$ cat src/rtl/cp0_pkg.sv
// Shared definitions for the CP0 interrupt block: default register numbers,
// Status/Cause field positions, ID field width and the highest-pending-line
// encoder used to fill Cause.ID.
package cp0_pkg;

    // Default coprocessor-0 register numbers
    localparam int STATUS_REG_DEF  = 12;
    localparam int CAUSE_REG_DEF   = 13;
    localparam int EPC_REG_DEF     = 14;
    localparam int COUNT_REG_DEF   = 9;
    localparam int COMPARE_REG_DEF = 11;

    // Status fields
    localparam int IE_BIT  = 0;
    localparam int EXL_BIT = 1;
    localparam int IM_LSB  = 8;

    // Cause fields
    localparam int IP_LSB  = 8;
    localparam int ID_LSB  = 16;
    localparam int ID_W    = 3;

    // Count/Compare width
    localparam int TIMER_W = 32;

    // Index of the highest set bit; 0 when nothing is set.
    function automatic logic [ID_W-1:0] hi_index(input logic [7:0] v);
        logic [ID_W-1:0] idx;
        idx = '0;
        for (int i = 0; i < 8; i++) begin
            if (v[i]) idx = ID_W'(i);
        end
        return idx;
    endfunction

endpackage

$ cat src/rtl/cp0_timer.sv
// Count/Compare timer: Count free-runs and wraps at 2^32, pending latches when
// Count==Compare and is acknowledged by a Compare write.
// Latency: pending rises on the edge where Count==Compare. No backpressure.
// Ports: i_wr_count/i_wr_compare select the MTC0 target, i_wr_data is the write
// value, o_count/o_compare/o_pending expose the registered state.
// The whole module only exists when CP0_COUNT_COMPARE_EN is defined, so the
// default build carries no stray top-level module.
`ifdef CP0_COUNT_COMPARE_EN
module cp0_timer
    import cp0_pkg::*;
(
    input  logic               clock,
    input  logic               reset,
    input  logic               i_wr_count,
    input  logic               i_wr_compare,
    input  logic [TIMER_W-1:0] i_wr_data,
    output logic [TIMER_W-1:0] o_count,
    output logic [TIMER_W-1:0] o_compare,
    output logic               o_pending
);

    logic [TIMER_W-1:0] r_count;
    logic [TIMER_W-1:0] r_compare;
    logic               r_pending;

    always_ff @(posedge clock or posedge reset) begin
        if (reset) begin
            r_count   <= '0;
            r_compare <= '0;
            r_pending <= 1'b0;
        end else begin
            // A software write to Count overrides the increment
            r_count <= i_wr_count ? i_wr_data : r_count + 1'b1;
            if (i_wr_compare) r_compare <= i_wr_data;
            // Writing Compare is the acknowledge, so it beats a coincident match
            if (i_wr_compare)                r_pending <= 1'b0;
            else if (r_count == r_compare)   r_pending <= 1'b1;
        end
    end

    assign o_count   = r_count;
    assign o_compare = r_compare;
    assign o_pending = r_pending;

endmodule
`endif

$ cat src/rtl/cp0_multi_irq.sv
// CP0 multi-line interrupt controller: Status/Cause/EPC registers, level-sensitive
// IRQ sampling into Cause.IP and a one-cycle TakenInterrupt redirect pulse.
// Latency: irq -> IP one cycle; TakenInterrupt is combinational from registered
// state; rd_data is a combinational read. No backpressure.
// Ports: clock/reset (async, active-high); wr_data/regnum/MTC0 register write;
// ERET exception return; next_pc saved to EPC on entry; irq level requests;
// rd_data register read; EPC current EPC; TakenInterrupt fetch redirect.
// Optional: CP0_COUNT_COMPARE_EN adds the Count/Compare timer on line NUM_IRQ-1.
module cp0_multi_irq
    import cp0_pkg::*;
#(
    parameter int WIDTH       = 64,
    parameter int NUM_IRQ     = 6,
    parameter int STATUS_REG  = STATUS_REG_DEF,
    parameter int CAUSE_REG   = CAUSE_REG_DEF,
    parameter int EPC_REG     = EPC_REG_DEF,
    parameter int COUNT_REG   = COUNT_REG_DEF,
    parameter int COMPARE_REG = COMPARE_REG_DEF
) (
    input  logic               clock,
    input  logic               reset,
    input  logic [WIDTH-1:0]   wr_data,
    input  logic [4:0]         regnum,
    input  logic [WIDTH-3:0]   next_pc,
    input  logic               MTC0,
    input  logic               ERET,
    input  logic [NUM_IRQ-1:0] irq,
    output logic [WIDTH-1:0]   rd_data,
    output logic [WIDTH-3:0]   EPC,
    output logic               TakenInterrupt
);

    logic               r_ie;
    logic               r_exl;
    logic [NUM_IRQ-1:0] r_im;
    logic [NUM_IRQ-1:0] r_ip;
    logic [ID_W-1:0]    r_id;
    logic [WIDTH-3:0]   r_epc;

    logic               w_wr_status;
    logic               w_wr_epc;
    logic               w_taken;
    logic [NUM_IRQ-1:0] w_pend;
    logic [NUM_IRQ-1:0] w_tvec;
    logic [TIMER_W-1:0] w_count;
    logic [TIMER_W-1:0] w_compare;
    logic [WIDTH-1:0]   w_status;
    logic [WIDTH-1:0]   w_cause;
    logic               w_unused;

    assign w_wr_status = MTC0 && (regnum == 5'(STATUS_REG));
    assign w_wr_epc    = MTC0 && (regnum == 5'(EPC_REG));
    assign w_pend      = r_ip & r_im;
    assign w_taken     = r_ie & ~r_exl & (|w_pend);

`ifdef CP0_COUNT_COMPARE_EN
    logic w_tpend;

    cp0_timer u_timer (
        .clock        (clock),
        .reset        (reset),
        .i_wr_count   (MTC0 && (regnum == 5'(COUNT_REG))),
        .i_wr_compare (MTC0 && (regnum == 5'(COMPARE_REG))),
        .i_wr_data    (wr_data[TIMER_W-1:0]),
        .o_count      (w_count),
        .o_compare    (w_compare),
        .o_pending    (w_tpend)
    );

    // Timer request shares the top interrupt line
    always_comb begin
        w_tvec              = '0;
        w_tvec[NUM_IRQ-1]   = w_tpend;
    end
`else
    assign w_count   = '0;
    assign w_compare = '0;
    assign w_tvec    = '0;
`endif

    always_ff @(posedge clock or posedge reset) begin
        if (reset) begin
            r_ie  <= 1'b0;
            r_exl <= 1'b0;
            r_im  <= '0;
            r_ip  <= '0;
            r_id  <= '0;
            r_epc <= '0;
        end else begin
            r_ip <= irq | w_tvec;
            // EXL is not software-writable; only IE and IM take MTC0 data
            if (w_wr_status) begin
                r_ie <= wr_data[IE_BIT];
                r_im <= wr_data[IM_LSB +: NUM_IRQ];
            end
            // Interrupt entry outranks ERET and an EPC write on the same edge
            if (w_taken) begin
                r_exl <= 1'b1;
                r_epc <= next_pc;
                r_id  <= hi_index(8'(w_pend));
            end else begin
                if (ERET)     r_exl <= 1'b0;
                if (w_wr_epc) r_epc <= wr_data[WIDTH-3:0];
            end
        end
    end

    always_comb begin
        w_status                      = '0;
        w_status[IE_BIT]              = r_ie;
        w_status[EXL_BIT]             = r_exl;
        w_status[IM_LSB +: NUM_IRQ]   = r_im;
        w_cause                       = '0;
        w_cause[IP_LSB +: NUM_IRQ]    = r_ip;
        w_cause[ID_LSB +: ID_W]       = r_id;
    end

    always_comb begin
        rd_data = '0;
        if      (regnum == 5'(STATUS_REG))  rd_data = w_status;
        else if (regnum == 5'(CAUSE_REG))   rd_data = w_cause;
        else if (regnum == 5'(EPC_REG))     rd_data = WIDTH'(r_epc);
        else if (regnum == 5'(COUNT_REG))   rd_data = WIDTH'(w_count);
        else if (regnum == 5'(COMPARE_REG)) rd_data = WIDTH'(w_compare);
    end

    assign EPC            = r_epc;
    assign TakenInterrupt = w_taken;

    // Top two write-data bits have no destination
    assign w_unused = ^wr_data[WIDTH-1:WIDTH-2];

endmodule

$ cat config.mk
export PLATFORM = sky130hd
export DESIGN_NAME = cp0_multi_irq
export DESIGN_NICKNAME = d
export VERILOG_FILES = /design/src/rtl/cp0_pkg.sv /design/src/rtl/cp0_timer.sv /design/src/rtl/cp0_multi_irq.sv
export SDC_FILE = /design/constraint.sdc
export NUM_CORES = 1
export LEC_CHECK = 0
export ABC_AREA = 1
export CAP_MARGIN = 10
export CELL_PAD_IN_SITES_DETAIL_PLACEMENT = 1
export CELL_PAD_IN_SITES_GLOBAL_PLACEMENT = 2
export CORE_MARGIN = 2
export CORE_UTILIZATION = 19
export CTS_BUF_LIST = sky130_fd_sc_hd__clkbuf_8
export DETAILED_ROUTE_END_ITERATION = 8
export MAX_ROUTING_LAYER = met4
export PLACE_DENSITY = 0.82
export SYNTH_ARGS = -nofsm -noshare
export SYNTH_HDL_FRONTEND = slang
export SYNTH_HIERARCHICAL = 1
export SYNTH_SLANG_ARGS = --single-unit
$ cat constraint.sdc
create_clock -name clock -period 3.1 [get_ports clock]
set_input_delay 0.465 -clock clock [delete_from_list [all_inputs] [get_ports clock]]
set_output_delay 0.465 -clock clock [all_outputs]
set_load 0.01 [all_outputs]
# [Word-level counts from Yosys, hierarchy flattened]
# Index checks and enable logic that the tools add are counted.
[word_totals] regBits=79 latchBits=0 mem_bits_rw=0 romBits=0 input_bits=141 output_inout_bits=127 wordCells=30 mem_count=0
[op_classes] n_addsub=0 multipliers=0 div_mod_pow=0 magnitude_cmp=0 n_eq_ne=3 n_shift=0 mux=12 n_bitwise=4 n_reduce_logical=5
[op_table] operator="2-to-1 mux 62 bit" count=5
[op_table] operator="== test 5 x 4 -> 1 bit (second input constant)" count=3
[op_table] operator="2-to-1 mux 3 bit" count=4
[op_table] operator="bitwise AND 6 bit" count=1
[op_table] operator="OR reduction 6 bit" count=1
[op_table] operator="nonzero test 2 bit" count=2
[op_table] operator="2-to-1 mux 1 bit" count=3
[op_table] operator="bitwise AND 1 bit" count=2
[op_table] operator="logical AND 1 bit" count=2
[op_table] operator="NOT 1 bit" count=1

# [Logic depth before layout (Yosys ltp)]
# Gate-level depths: netlist (run 1).
[logic_depth] ltp_word=6 depth_mapped=9 ltp_nobuf=8

# [Worst setup path after synthesis (run 1)]
# OpenSTA, ideal clock, no wires.
[synth_path] path_kind="input to output" from="input regnum[1]" to="output rd_data[0]" arrival_ns=1.294 required_time_ns=2.635 path_slack_ns=1.341 path_stages=6 path_buffers=1 path_cell_list="nor2_1 > nand3_1 > nor2_1 > buf_2 > inv_1 > o21ai_0"
[synth_between] elab_chain_len=4 word_cells_on_any_way=6 cone_classes="3 x eq/ne; 3 x mux"
[synth_lines] element="start, declared" line_no="cp0_multi_irq.sv:23" source="input logic [4:0] regnum,"
[synth_lines] element="== test 5 x 4 -> 1 bit" line_no="cp0_multi_irq.sv:122" source="else if (regnum == 5'(EPC_REG)) rd_data = WIDTH'(r_epc);"
[synth_lines] element="2-to-1 mux 62 bit" line_no="cp0_multi_irq.sv:122"
[synth_lines] element="2-to-1 mux 62 bit" line_no="cp0_multi_irq.sv:121" source="else if (regnum == 5'(CAUSE_REG)) rd_data = w_cause;"
[synth_lines] element="2-to-1 mux 62 bit *" line_no="cp0_multi_irq.sv:120" source="if (regnum == 5'(STATUS_REG)) rd_data = w_status;"
[synth_lines] element="end, declared" line_no="cp0_multi_irq.sv:28" source="output logic [WIDTH-1:0] rd_data,"
# Every way passes the cells marked *; elsewhere a longest branch is shown, timed or not.

# [Final worst setup path (run 1)]
[layout_path] from="input regnum[2]" to="output rd_data[17]"
# Same word-level chain as after synthesis.

==> qor.csv, run 1 <==
metric;value;unit
Port Buffers;263;
Avg Cell Area, Syn;6.83;sq um
CP endpoint kind;primary output;
register share of total power;36.9;%
FP Rows;57;
Synth area leader;dfrtp_1;
GRT Util Overall;15.3;%
CTS Hold Bufs;0;
Buf/Inv on CP;4;
max_cap viols;0;
post-synthesis sequential area ratio;42.9;%
Mapped Area;4610;sq um
slowest stage cell, crit path;clkdlybuf4s50_1;
Setup Viol. Count Final;0;
Simple-Gate Fraction of Synth Area;38.4;%
post-cts resize count;0;
RSZ-0062 raised after global routing;false;
Final Skew;0.0174;ns
Worst-Skew Late Latency;0.38;ns
CTS tree;built;
post-synthesis compound-gate area fraction;4.23;%
P&R area growth vs syn;69.8;%
nets;1064;
WL/cell;15.1;um
clock network power share;19.0;%
Vias/cell;4.06;
vias in the first global route;5192;
H-tree depth;3;
pwr/cell area;641;nW/um^2
startpoint type of the worst setup path;input port;
Post-CTS Setup Bufs;0;
synthesized flop and latch total;79;
DP HPWL;14000;um
delay-heaviest family, CP;buffers and inverters;
sw frac;37.6;%
crit path time final;2.79;ns
Adder-Cell Fraction of Synth Area;0;%
share of cells above drive strength 1;4.53;%
core area;24100;sq um
Area contributors post-synth;dfrtp_1, nand2_1, nand3_1, inv_1, nor2_1;
pin count of the biggest net entering global routing;70;
CP Cell Sequence;clkdlybuf4s50_1 > nand2_1 > nor2_1 > nand2_2 > inv_1 > buf_4 > nand2_1 > o21ai_0 > clkdlybuf4s50_1;
relative slew slack;64.2;%
Crit Path Category;input port to primary output;
initial core utilization;19.1;%
clk slew on worst S/H paths;0.11;ns
Final ANT Viol Nets;0;
HP Class;input port to asynchronous set/reset pin;
worst slew pin tran;0.537;ns
RePlAce Congestion;0.778;
maximum vdd drop;0.280;mV
fin crit share;90.1;%
first drt pass iteration count;4;
status;completed;
antenna violations before repair;0;
drt initial violations;175;
Critical Path AT;2.33;ns
CTS sink count;79;
drt drc;0;
Num CTS Buffers;9;
Bufs on Longest Clock Path;2;
Fmax;358;MHz
XOR/XNOR Fraction of Synth Area;0;%
setup TNS after final layout;0;ns
GR Overflow Total;0;
max incr delay on CP;0.64;ns
first-pass GRT wire length;29800;um
max-slew violations;0;
via count;5092;
Ys Warns;6;
Cells after Synth;675;
Sw Pwr;0.00189;W
largest family of logic cells by synthesized area;simple AND/OR/NAND/NOR gates;
Die H;160;um
total internal power;0.00313;W
Routed WL;19000;um
Die ar.;25500;sq um
hold slack;0.460;ns
Netlist cell types;24;
Die Wd;160;um
Worst EP required;2.63;ns
root buf cell;clkbuf_8;
Top Ports;268;
top cell type's share of synthesized area;42.9;%
Pleak;3.65;nW
mux cell area share after synthesis;0;%
crit path max fanout;10;
combinational power share;44.1;%
Fin. Hold Viols;0;
==> power groups by stage <==
stage | clock, W | combinational [W] | sequential, W
after global placement | 0 | 0.00220 | 0.00188
after floorplan | 0 | 0.000827 | 0.00196
final | 0.000953 | 0.00222 | 0.00185
after global routing | 0.00104 | 0.00245 | 0.00193
after detailed placement | 0 | 0.00225 | 0.00189
after CTS | 0.00101 | 0.00226 | 0.00187
==> layout make-up <==
| class | instances | area (sq um) |
|---|---|---|
| Fill cell | 2987 | 16300 |
| Timing Repair Buffer | 279 | 2790 |
| Multi-Input combinational cell | 440 | 1990 |
| Sequential cell | 79 | 1980 |
| Inverter | 114 | 430 |
| Tap cell | 324 | 405 |
| Clock buffer | 9 | 124 |
| Clock inverter | 7 | 111 |
| Antenna cell | 1 | 2.50 |
==> synthesized netlist by cell type <==
| cell type | instances |
|---|---|
| o21ai_1 | 1 |
| buf_2 | 18 |
| buf_6 | 4 |
| dfrtp_1 | 79 |
| nand4_1 | 1 |
| inv_1 | 111 |
| nor2_4 | 1 |
| nand3b_1 | 23 |
| nand2_4 | 1 |
| inv_2 | 2 |
| nor2_2 | 1 |
| a22o_1 | 1 |
| conb_1 | 1 |
| o21ai_0 | 34 |
| buf_1 | 2 |
| clkinv_1 | 1 |
| nand3_1 | 122 |
| a21boi_2 | 1 |
| clkbuf_1 | 13 |
| nand2_2 | 1 |
| nor2_1 | 85 |
| nand3_2 | 1 |
| buf_4 | 6 |
| nand2_1 | 165 |
==> sequential cells by signal (all words and copies together), names as in the netlist <==
name and flops:
r_id 3, r_ie 1, r_im 6, EPC 62, r_ip 6, r_exl 1
==> worst reg2reg max path: stages (launching register included) <==
cell and delay [ns]:
dfrtp_1 0.42, nand2_1 0.11, nand2_1 0.09, nor2_2 0.20, nand2_2 0.06, buf_4 0.23, nand2_4 0.31, buf_4 0.33
o21ai_0 0.17, nand2_1 0.08, nand2_1 0.04
==> metrics by stage <==
step | cells | setup slack [ns] | area, sq um | util [%] | total power [W]
after global routing | 1252 | 0.174 | 7830 | 32.5 | 0.00543
after CTS | 1252 | 0.278 | 7830 | 32.5 | 0.00514
after detailed placement | 1236 | 0.279 | 7600 | 31.5 | 0.00414
after floorplan | 676 | 0.612 | 4620 | - | 0.00278
after global placement | 1236 | 0.306 | 7600 | 31.5 | 0.00408
final | 1253 | 0.307 | 7830 | 32.5 | 0.00502
==> metal layers <==
metal / vias up / track usage, % / wire length [um]
li1: 2563 / - / -
met1: 2376 / 19.3 / 8530
met2: 143 / 24.8 / 9050
met3: 10 / 3.69 / 1190
met4: 0 / 3.36 / 201
met5: - / - / 0
==> logic make-up after synthesis <==
| group | count (synthesis) |
|---|---|
| buf+inv | 157 |
| other cells | 1 |
| compound gates | 37 |
| flops | 79 |
| simple gates | 401 |
==> placed cells by master, fill, tap and decap left out, types with 2 or more instances in the layout <==
cell             count
clkdlybuf4s50_1    263
nand2_1            164
nand3_1            122
inv_1              110
nor2_1              85
dfrtp_1             79
o21ai_0             34
nand3b_1            23
buf_4               13
clkbuf_8             9
inv_8                3
buf_12               3
inv_2                2
nand2_2              2
conb_1               2
bufinv_16            2
==> final timing paths <==
path                            from          end  slack [ns]  cells past startpoint
hold reg to reg              r_im[0]      r_im[0]        0.51                      2
max in group asynchronous      reset      EPC[30]        1.96                      3
setup / recovery           regnum[2]  rd_data[17]        0.31                      9
hold / removal                 reset      EPC[22]        0.46                      2
setup reg to reg             r_im[3]      EPC[32]        0.95                     10
min in group clock           r_im[0]      r_im[0]        0.51                      2
(Power assumes the default switching activity.)
==> inputs of run 2 (changes only) <==
--- a/config.mk
+++ b/config.mk
@@ -6,7 +6,6 @@
 export NUM_CORES = 1
 export LEC_CHECK = 0
 export ABC_AREA = 1
-export CAP_MARGIN = 10
 export CELL_PAD_IN_SITES_DETAIL_PLACEMENT = 1
 export CELL_PAD_IN_SITES_GLOBAL_PLACEMENT = 2
 export CORE_MARGIN = 2
==> results of run 2 <==
The final DEF is identical to that of run 1; final timing and power are the same.
